===== config.mk =====
export PLATFORM = sky130hd
export DESIGN_NAME = epl_ffram02_ecc_responder
export DESIGN_NICKNAME = d
export VERILOG_FILES = /design/src/rtl/epl_ffram02_ecc_responder.sv
export SDC_FILE = /design/constraint.sdc
export NUM_CORES = 1
export LEC_CHECK = 0
export BUFFER_PORTS_ARGS = -buffer_cell sky130_fd_sc_hd__buf_4
export CORE_MARGIN = 5
export CORE_UTILIZATION = 51
export CTS_CLUSTER_DIAMETER = 120
export DETAILED_ROUTE_END_ITERATION = 10
export PLACE_DENSITY_LB_ADDON = 0.2
export SYNTH_ARGS = -nofsm -noshare
export SYNTH_HDL_FRONTEND = slang
export SYNTH_SLANG_ARGS = --single-unit

===== constraint.sdc =====
create_clock -name pCLOCK_i -period 4.35 [get_ports pCLOCK_i]
set_input_delay 0.6525 -clock pCLOCK_i [delete_from_list [all_inputs] [get_ports pCLOCK_i]]
set_output_delay 0.6525 -clock pCLOCK_i [all_outputs]
set_load 0.02 [all_outputs]

===== src/rtl/epl_ffram02_ecc_responder.sv =====
`default_nettype none
// ============================================================================
// Module   : epl_ffram02_ecc_responder
// Brief    : FFRAM02 memory-side responder, Hamming(7,4) SEC storage with
//            per-address read-disturb / write-failure fault injection.
// Revision : 1.0  initial release
// ============================================================================
module epl_ffram02_ecc_responder #(
  parameter logic [15:0] RD_WORD_MASK = 16'h000C,
  parameter logic [15:0] WF_WORD_MASK = 16'h0030,
  parameter logic [6:0]  RD_FLIP_MASK = 7'b0010000,
  parameter logic [6:0]  WF_FLIP_MASK = 7'b0000011
) (
  input  logic       pCLOCK_i,
  input  logic       nRESET_i,
  input  logic [3:0] pA_i,
  input  logic [3:0] pD_i,
  input  logic       nWEN_i,
  input  logic       nCEN_i,
  input  logic       pFS_i,
  output logic [3:0] pQ_o,
  output logic       pERR_o,
  output logic [6:0] pCcodeword1_o
);

  function automatic logic [6:0] f_enc(input logic [3:0] d);
    f_enc = {d[3], d[2], d[1], d[1] ^ d[2] ^ d[3], d[0],
             d[0] ^ d[2] ^ d[3], d[0] ^ d[1] ^ d[3]};
  endfunction

  function automatic logic [2:0] f_syn(input logic [6:0] c);
    f_syn = {c[3] ^ c[4] ^ c[5] ^ c[6],
             c[1] ^ c[2] ^ c[5] ^ c[6],
             c[0] ^ c[2] ^ c[4] ^ c[6]};
  endfunction

  // Stage 1: sampled command
  logic       r_s1_vld;
  logic       r_s1_wr;
  logic [3:0] r_s1_addr;
  logic [3:0] r_s1_data;
  logic       r_s1_inj;
  // Stage 2: encoded write / fetched read codeword
  logic       r_s2_wr_vld;
  logic       r_s2_rd_vld;
  logic [3:0] r_s2_addr;
  logic [6:0] r_cw;
  logic [6:0] r_rcw;
  // Stage 3: syndrome
  logic       r_s3_rd_vld;
  logic [2:0] r_syn;
  logic [6:0] r_s3_rcw;
  // Output stage
  logic [3:0] r_q;
  logic       r_err;

  logic [6:0] r_mem [16];

  logic [6:0] w_flip;
  logic [6:0] w_fixed;
  logic [3:0] w_q;
  logic       w_inj;

  assign w_inj   = pFS_i & (nWEN_i ? RD_WORD_MASK[pA_i] : WF_WORD_MASK[pA_i]);
  assign w_flip  = (r_syn != 3'd0) ? (7'b0000001 << (r_syn - 3'd1)) : 7'b0000000;
  assign w_fixed = r_s3_rcw ^ w_flip;
  assign w_q     = {w_fixed[6], w_fixed[5], w_fixed[4], w_fixed[2]};

  always_ff @(posedge pCLOCK_i or negedge nRESET_i) begin
    if (!nRESET_i) begin
      r_s1_vld    <= 1'b0;
      r_s1_wr     <= 1'b0;
      r_s1_addr   <= 4'h0;
      r_s1_data   <= 4'h0;
      r_s1_inj    <= 1'b0;
      r_s2_wr_vld <= 1'b0;
      r_s2_rd_vld <= 1'b0;
      r_s2_addr   <= 4'h0;
      r_cw        <= 7'h00;
      r_rcw       <= 7'h00;
      r_s3_rd_vld <= 1'b0;
      r_syn       <= 3'd0;
      r_s3_rcw    <= 7'h00;
      r_q         <= 4'h0;
      r_err       <= 1'b0;
      for (int i = 0; i < 16; i++) begin
        r_mem[i] <= 7'h00;
      end
    end else begin
      // Inputs other than nCEN_i are don't-care on idle cycles, so gate capture.
      r_s1_vld <= ~nCEN_i;
      if (!nCEN_i) begin
        r_s1_wr   <= ~nWEN_i;
        r_s1_addr <= pA_i;
        r_s1_data <= pD_i;
        r_s1_inj  <= w_inj;
      end

      r_s2_wr_vld <= r_s1_vld & r_s1_wr;
      r_s2_rd_vld <= r_s1_vld & ~r_s1_wr;
      r_s2_addr   <= r_s1_addr;
      if (r_s1_vld && r_s1_wr) begin
        r_cw <= f_enc(r_s1_data) ^ (r_s1_inj ? WF_FLIP_MASK : 7'h00);
      end
      // Array sampled before this edge's commit: no write-to-read forwarding.
      if (r_s1_vld && !r_s1_wr) begin
        r_rcw <= r_mem[r_s1_addr] ^ (r_s1_inj ? RD_FLIP_MASK : 7'h00);
      end

      if (r_s2_wr_vld) begin
        r_mem[r_s2_addr] <= r_cw;
      end
      r_s3_rd_vld <= r_s2_rd_vld;
      if (r_s2_rd_vld) begin
        r_syn    <= f_syn(r_rcw);
        r_s3_rcw <= r_rcw;
      end

      if (r_s3_rd_vld) begin
        r_q   <= w_q;
        r_err <= (r_syn != 3'd0);
      end
    end
  end

  assign pQ_o          = r_q;
  assign pERR_o        = r_err;
  assign pCcodeword1_o = r_cw;

endmodule
`default_nettype wire


# [After elaboration in Yosys (flattened, before gate mapping)]
# Memory sizes are Yosys's and may differ from the RTL's.
# Cells that the tools add are included.
[totals] regBits=159 romBits=32 input_bits=13 output_inout_bits=12 word_cells=82 memories=2
[op_classes] add_sub_neg=1 magnitude_cmp=4 shift=1 muxes=12 n_bitwise=26 n_reduce_logical=5
[mem_list] name="(name not given)" words=16 word_bits=1 read_ports=1 rd_clocked_by_memory_dff=0 wr=0 line_no="64" rtl="assign w_inj = pFS_i & (nWEN_i ? RD_WORD_MASK[pA_i] : WF_WORD_MASK[pA_i]);"
[mem_list] name="(name not given)" words=16 word_bits=1 read_ports=1 rd_clocked_by_memory_dff=0 wr=0 line_no="64"
[ops] op="112-bit bitwise mux" count=1
[ops] op="7-bit binary-select mux with 4-bit select" count=1
[ops] op="7-bit demux with 4-bit select" count=1
[ops] op="7-bit 2-to-1 mux" count=4
[ops] op="1-bit bitwise XOR" count=15
[ops] op="5-bit >= comparator, second input constant" count=2
[ops] op="4-bit NOT with 5-bit output" count=2
[ops] op="1-bit by 3-bit left shift with 7-bit output, first input constant" count=1
[ops] op="7-bit by 2-bit bitwise XOR with 7-bit output" count=1
[ops] op="7-bit by 5-bit bitwise XOR with 7-bit output" count=1
[ops] op="7-bit bitwise XOR" count=1
[ops] op="4-bit by 5-bit < comparator with 1-bit output, second input constant" count=1
[ops] op="5-bit by 1-bit < comparator with 1-bit output, second input constant" count=1
[ops] op="5-bit 2-to-1 mux" count=1
[ops] op="1-bit bitwise AND" count=3
[ops] op="1-bit logical AND" count=3
[ops] op="1-bit 2-to-1 mux" count=3
[ops] op="1-bit NOT" count=3
[ops] op="3-bit nonzero test" count=1
[ops] op="3-bit by 1-bit subtractor with 3-bit output, second input constant" count=1
[ops] op="2-bit 2-to-1 mux" count=1
[ops] op="1-bit logical NOT" count=1

# [Depth between registers and ports, before layout]
# Gate-level depths: netlist (run 1).
[depth] word_depth=6 ltp_mapped=6 mapped_depth_nobuf=5

# [Worst setup path before layout (run 1)]
# No wires, ideal clock.
[synth_timing] path_type="reg-to-reg" start="reg r_s1_addr[0]" end="reg r_rcw[0]" setup_ns=0.124 arrival_ns=1.684 required_time_ns=4.226 setup_slack_ns=2.542 path_stages_with_launch=6 path_buffers=1 synth_period_minus_slack_ns=1.808 cell_sequence="dfrtp_1 -> clkbuf_1 -> mux4_2 -> mux2i_1 -> nor2_1 -> a211o_1"
[synth_via] elab_chain_cells=5
[synth_lines] element="from (decl)" line_no="40" rtl="logic [3:0] r_s1_addr;"
[synth_lines] element="from (signal assigned)" line_no="94" rtl="r_s1_addr <= pA_i;"
[synth_lines] element="4-bit NOT with 5-bit output (not written as such)" line_no="107" rtl="r_rcw <= r_mem[r_s1_addr] ^ (r_s1_inj ? RD_FLIP_MASK : 7'h00);"
[synth_lines] element="7-bit binary-select mux with 4-bit select" line_no="107"
[synth_lines] element="7-bit 2-to-1 mux (not written as such) (2 in a row)" line_no="107"
[synth_lines] element="7-bit by 5-bit bitwise XOR with 7-bit output" line_no="107"
[synth_lines] element="to (signal assigned)" line_no="107"
[synth_lines] element="to (decl)" line_no="48" rtl="logic [6:0] r_rcw;"
# No other way between the ends. The select of a mux whose other input is x is not followed.
# A chain may end at the register's enable or synchronous reset.

# [Worst setup path after layout (run 1)]
[layout_timing] start="reg r_s1_addr[0]" end="reg r_rcw[2]"
# The elaborated chain is that of the path after synthesis.

==> metrics.txt, run 1 <==
status=finished, final reports clean; area of the multi-input gates=2915 um2; GP Congestion=0.7552; H-tree depth=4; I/O pin total=25; DRT iter0 DRCs=279; Detail Route Antenna Nets=0; CP arrival=2570 ps; Die ar.=16070 um2; core area=approximately 13000 um2; Place WS=2030 ps; Startpoint Class=register; Max-cap violations=0; number of global-route vias before repair=~4200; critical path capture point type=register; fin nets=around 500; cells on worst reg2reg path=5; setup violators final=0; CTS Sinks=156; Max IR drop VDD=409.7 uV; min-delay worst type=primary input to asynchronous set/reset pin; FP Rows=42; global-route wire length before repair=23.81 mm; total congestion overflow=0; CTS tree=done; Seq. cell area=~4000 um2; TNS Setup=0 ps; Synth Warn #=0; Post-synth ARST share=100.0%; Synthesized Nets=479; CTS max path bufs=2; layout cell share with drive strength beyond 1=42.32%; Hold Buf Count CTS=0; drt wl/cell=~21 um; vias=3942; actual slew at the worst max-slew pin=922.6 ps; post_cts resized=0; Syn Area/Cell=14.93 um2; Final period util=52.23%; Post-CTS Setup Bufs=0; clk_skew=8.533 ps; Worst path slowest cell=mux4_2; Num CTS Buffers=17; Crit path largest cell delay=570 ps; sequential cell area fraction in the yosys report=between 50% and 60%; RSZ-0062 raised after global routing=false; Final min period=2272 ps; Starting Density=between 50% and 60%; antenna cells=0; Area growth syn-to-layout=13.10%; ys flop type=dfrtp_1; Slew Viols, Final=0; Die H=126.8 um; DR pass1 iterations=5; Reg clk slew, reported paths=around 60 ps; dominant cells by area after synthesis=dfrtp_1 (56%), mux2_2 (20%), mux4_2 (6.8%); most frequent cell after synthesis=dfrtp_1; layout filler cell count=1014; HPWL Detailed=between 9 and 10 mm; #FFs+latches synth=156; CP cell instances=buf_4, mux4_2, mux2i_1, nor2_1, a211o_1; Core Util, Final=~59%; Worst EP required=4650 ps; Yosys top cell by area=dfrtp_1; Via density=5.823; top-area cell type share of the netlist area=a little under three fifths; Peak Freq=between 400 and 500 MHz; Die W=around 130 um; P_leak=3.575 nW; # DRC=0; GRT Util Overall=between 10% and 20%; Post-synth EDFFs=0; initial antenna violation count=0; critical path peak fanout=23; worst setup margin=2078 ps; largest net degree at the start of global routing=104; PD cells=647.1 nW/um2; cell area after synthesis=just under 7000 um2; Clock Latency Late Sink=420 ps; root buf cell=clkbuf_16; commonest cells in the synthesized netlist=dfrtp_1 (156), mux2_2 (126), nor2_1 (23); relative slew slack=38.49%; routed wire length=14.23 mm; Buffers on Ports=24; Post-Synthesis Cells=466; Final Hold Vio Count=0; Crit Path Class=register to register; count of cell types in the netlist=36
==> power by group <==
part           switching, W  leakage [nW]  total (W)  internal, W
combinational      0.000436          1.31    0.00120     0.000762
sequential         0.000419          1.98    0.00242      0.00200
clock              0.000545         0.292    0.00147     0.000928
==> through the flow <==
stage	total power, W	hold WS, ps	std cells	cell area (um2)
3_5_place_dp	0.003660	474.3	645	7279
2_1_floorplan	0.003267	348.7	466	6955
5_1_grt	0.005384	410.9	677	7866
4_1_cts	0.005141	377.7	677	7866
3_3_place_gp	0.003591	470.1	645	7279
6_report	0.005090	332.8	677	7866
==> registers in the layout (all words and copies together), names as in the netlist, 3 cells and up <==
register	count
r_mem	112
pCcodeword1_o	7
r_rcw	7
pQ_o	4
r_s1_addr	4
r_s1_data	4
r_s2_addr	4
r_s3_rcw	4
r_syn	3
==> routing by layer <==
| layer | GRT usage, % | vias to the layer above | wire, um |
|---|---|---|---|
| li1 | - | 1761 | - |
| met1 | 26.38 | 2108 | 6512 |
| met2 | 31.66 | 58 | 7066 |
| met3 | 4.288 | 15 | 408 |
| met4 | 6.688 | 0 | 238 |
| met5 | 0 | - | 0 |
==> cells by family after synthesis <==
group / Yosys count / share of synthesized area (%)
buf+inv: 30 / 1.961
flops: 156 / 56.13
simple gates: 72 / 5.451
mux: 168 / 32.13
xor+xnor: 18 / 2.267
compound gates: 22 / 2.069
==> worst paths after layout <==
check | end | slack (ps) | start
min in group pCLOCK_i | r_s1_wr | 440 | nWEN_i
min reg2reg | r_mem[43] | 490 | r_mem[43]
max reg2reg | r_rcw[2] | 2080 | r_s1_addr[0]
max in group asynchronous | r_mem[8] | 3030 | nRESET_i
max | r_rcw[2] | 2080 | r_s1_addr[0]
min | pERR_o | 330 | nRESET_i
==> layout by cell type, fill, tap and decap left out, types with 9 or more instances in the layout <==
cell type,count
dfrtp_1,156
mux2i_1,11
nor2_1,23
xnor2_1,16
mux4_2,21
nand2_1,17
mux2_2,126
clkbuf_16,17
a21oi_1,9
buf_4,29
==> worst max-delay path, delay by kind of cell, from the launching register on <==
family | cells | cell delay, ps
buffers and inverters | 1 | 460
flip-flops | 1 | 540
AND/OR/NAND/NOR | 1 | 80
multiplexers | 2 | 810
AO/OA/AOI/OAI | 1 | 260
==> layout make-up <==
cell class                 count  area share (%)
sequential                   156           49.63
timing repair buffer          30           2.911
clock inverter                 8           1.463
multi-input combinational    280           37.06
clock buffer                  24           5.996
tap                          176           2.799
inverter                       3          0.1432
Power figures use the tool's default switching activity.
==> inputs of run 2 (changes only) <==
clock period = 2.05 ns   (was 4.35 ns; I/O delays follow)
==> metrics.txt, run 2 (synthesis gave the netlist of run 1 again) <==
most common cell after layout, fill and taps aside=dfrtp_1 (unchanged); Startpoint Class=register (unchanged); CTS max path bufs=2 (unchanged); flip-flop count of the largest register after layout=112 (unchanged); CP arrival=2230 ps (was 2570 ps); Slew Viols, Final=0 (unchanged); root buf cell=clkbuf_16 (unchanged); Hold Path Sink=r_s1_wr; HPWL Detailed=10.18 mm (was 9.562 mm); core area=13300 um2 (unchanged); P_leak=3.740 nW (was 3.575 nW); critical path capture point type=register (unchanged); PD cells=1380 nW/um2 (was 647.1 nW/um2); min-delay src=nWEN_i; total congestion overflow=0 (unchanged); Area growth syn-to-layout=17.61% (was 13.10%); Final Hold Vio Count=0 (unchanged); DRT iter0 DRCs=243 (was 279); Die W=126.8 um (unchanged); routed wire length=15.01 mm (was 14.23 mm); number of global-route vias before repair=4397 (was 4213); vias=4043 (was 3942); DR pass1 iterations=4 (was 5); Buffers on Ports=24 (unchanged); # DRC=0 (unchanged); worst reg2reg path startpoint=r_s1_addr[0] (unchanged); Reg2Reg Capture Point=r_rcw[5] (was r_rcw[2]); actual slew at the worst max-slew pin=766.5 ps (was 922.6 ps); largest net degree at the start of global routing=48 (was 104); Area after DPL=7502 um2 (was 7279 um2); Hold Path Cell Cnt=2; Via density=5.767 (was 5.823); Die ar.=16070 um2 (unchanged); Max IR drop VDD=847.1 uV (was 409.7 uV); TNS Setup=0 ps (unchanged); Num CTS Buffers=17 (unchanged); Starting Density=52.32% (unchanged); CTS Sinks=156 (unchanged); GRT Util Overall=20.29% (was 19.56%); global-route wire length before repair=24.82 mm (was 23.81 mm); Max-cap violations=0 (unchanged); largest reg by FF count=r_mem (unchanged); Final Cell Area=8180 um2 (was 7866 um2); Detail Route Antenna Nets=0 (unchanged); setup violators final=0 (unchanged); H-tree depth=4 (unchanged); critical path peak fanout=25 (was 23); I/O pin total=25 (unchanged); RSZ-0062 raised after global routing=false (unchanged); min-delay worst type=primary input to register (was primary input to asynchronous set/reset pin); Die H=126.8 um (unchanged); drt wl/cell=21.42 um (was 21.01 um); antenna cells=0 (unchanged); R2R Setup Slk=130 ps (was 2080 ps); status=finished, final reports clean (unchanged); layout cell share with drive strength beyond 1=45.71% (was 42.32%); Final min period=1921 ps (was 2272 ps); FP Rows=42 (unchanged); cells on worst reg2reg path=6 (was 5); most frequent cells in the layout=dfrtp_1 (156), mux2_2 (126), buf_4 (48), nor2_1 (23), mux4_2 (21) (was dfrtp_1 (156), mux2_2 (126), buf_4 (29), nor2_1 (23), mux4_2 (21)); Final period util=93.69% (was 52.23%); GP Congestion=0.8017 (was 0.7552); Crit Path Class=register to register (unchanged); Peak Freq=520.7 MHz (was 440.1 MHz); clk_skew=8.049 ps (was 8.533 ps); relative slew slack=48.90% (was 38.49%); Worst EP required=2360 ps (was 4650 ps); initial antenna violation count=0 (unchanged); Reg clk slew, reported paths=60 ps (about the same); Clock Latency Late Sink=420 ps (about the same); Post-CTS Setup Bufs=0 (unchanged); CTS tree=done (unchanged); fin nets=525 (was 501)
==> run 2: layout make-up <==
cell class / instances / area, um2
sequential: 156 / 3904
tap: 176 / 220.2
fill: 998 / 5115
clock buffer: 21 / 480.5
multi-input combinational: 280 / 2915
timing repair buffer: 54 / 461.7
clock inverter: 11 / 187.7
inverter: 3 / 11.26
==> run 2: power breakdown <==
group | internal (W) | switching, W
clock network | 0.00228 | 0.00122
logic | 0.00166 | 0.000952
registers | 0.00424 | 0.000931
==> run 2: how the worst max path moves through the flow <==
stage | startpoint | endpoint | slack, ps | depth (start not counted)
global route | r_s1_addr[0] | r_rcw[5] | 7 | 6
global placement | r_s1_addr[0] | r_rcw[5] | 130 | 6
floorplan | r_s1_addr[0] | r_rcw[0] | 240 | 5
finish | r_s1_addr[0] | r_rcw[5] | 130 | 6
detailed placement | r_s1_addr[0] | r_rcw[5] | 100 | 6
CTS | r_s1_addr[0] | r_rcw[5] | 90 | 6
==> run 2: per-stage QoR <==
step / util, % / instances / setup WS, ps / hold slack, ps / power [W]
6_report: 61.53 / 701 / 129.4 / 88.41 / 0.01129
5_1_grt: 61.53 / 701 / 6.785 / 99.52 / 0.01189
4_1_cts: 61.53 / 701 / 93.32 / 69.44 / 0.01139
3_5_place_dp: 56.43 / 668 / 96.40 / 247.7 / 0.007848
3_3_place_gp: 56.43 / 668 / 127.4 / 238.9 / 0.007702
2_1_floorplan: - / 466 / 242.4 / 11.91 / 0.006932
==> run 2: timing repair <==
item / 4_1_cts / 5_1_grt
gates resized for setup: 0 / 0
hold buffers: 1 / 0
endpoints found under the hold margin: 37 / 0
==> run 2: worst max-delay path, stage by stage, from the launching register on <==
cell and delay (ps):
dfrtp_1 380, buf_12 220, buf_4 200, mux4_2 490
mux2i_1 190, nor2_1 60, a211o_1 260
==> run 2: metal layers <==
metal	GRT usage [%]	up-vias	wire length, um
li1	-	1801	-
met1	27.40	2149	6694
met2	32.53	75	7436
met3	5.338	18	632
met4	6.183	0	249
met5	0	-	0
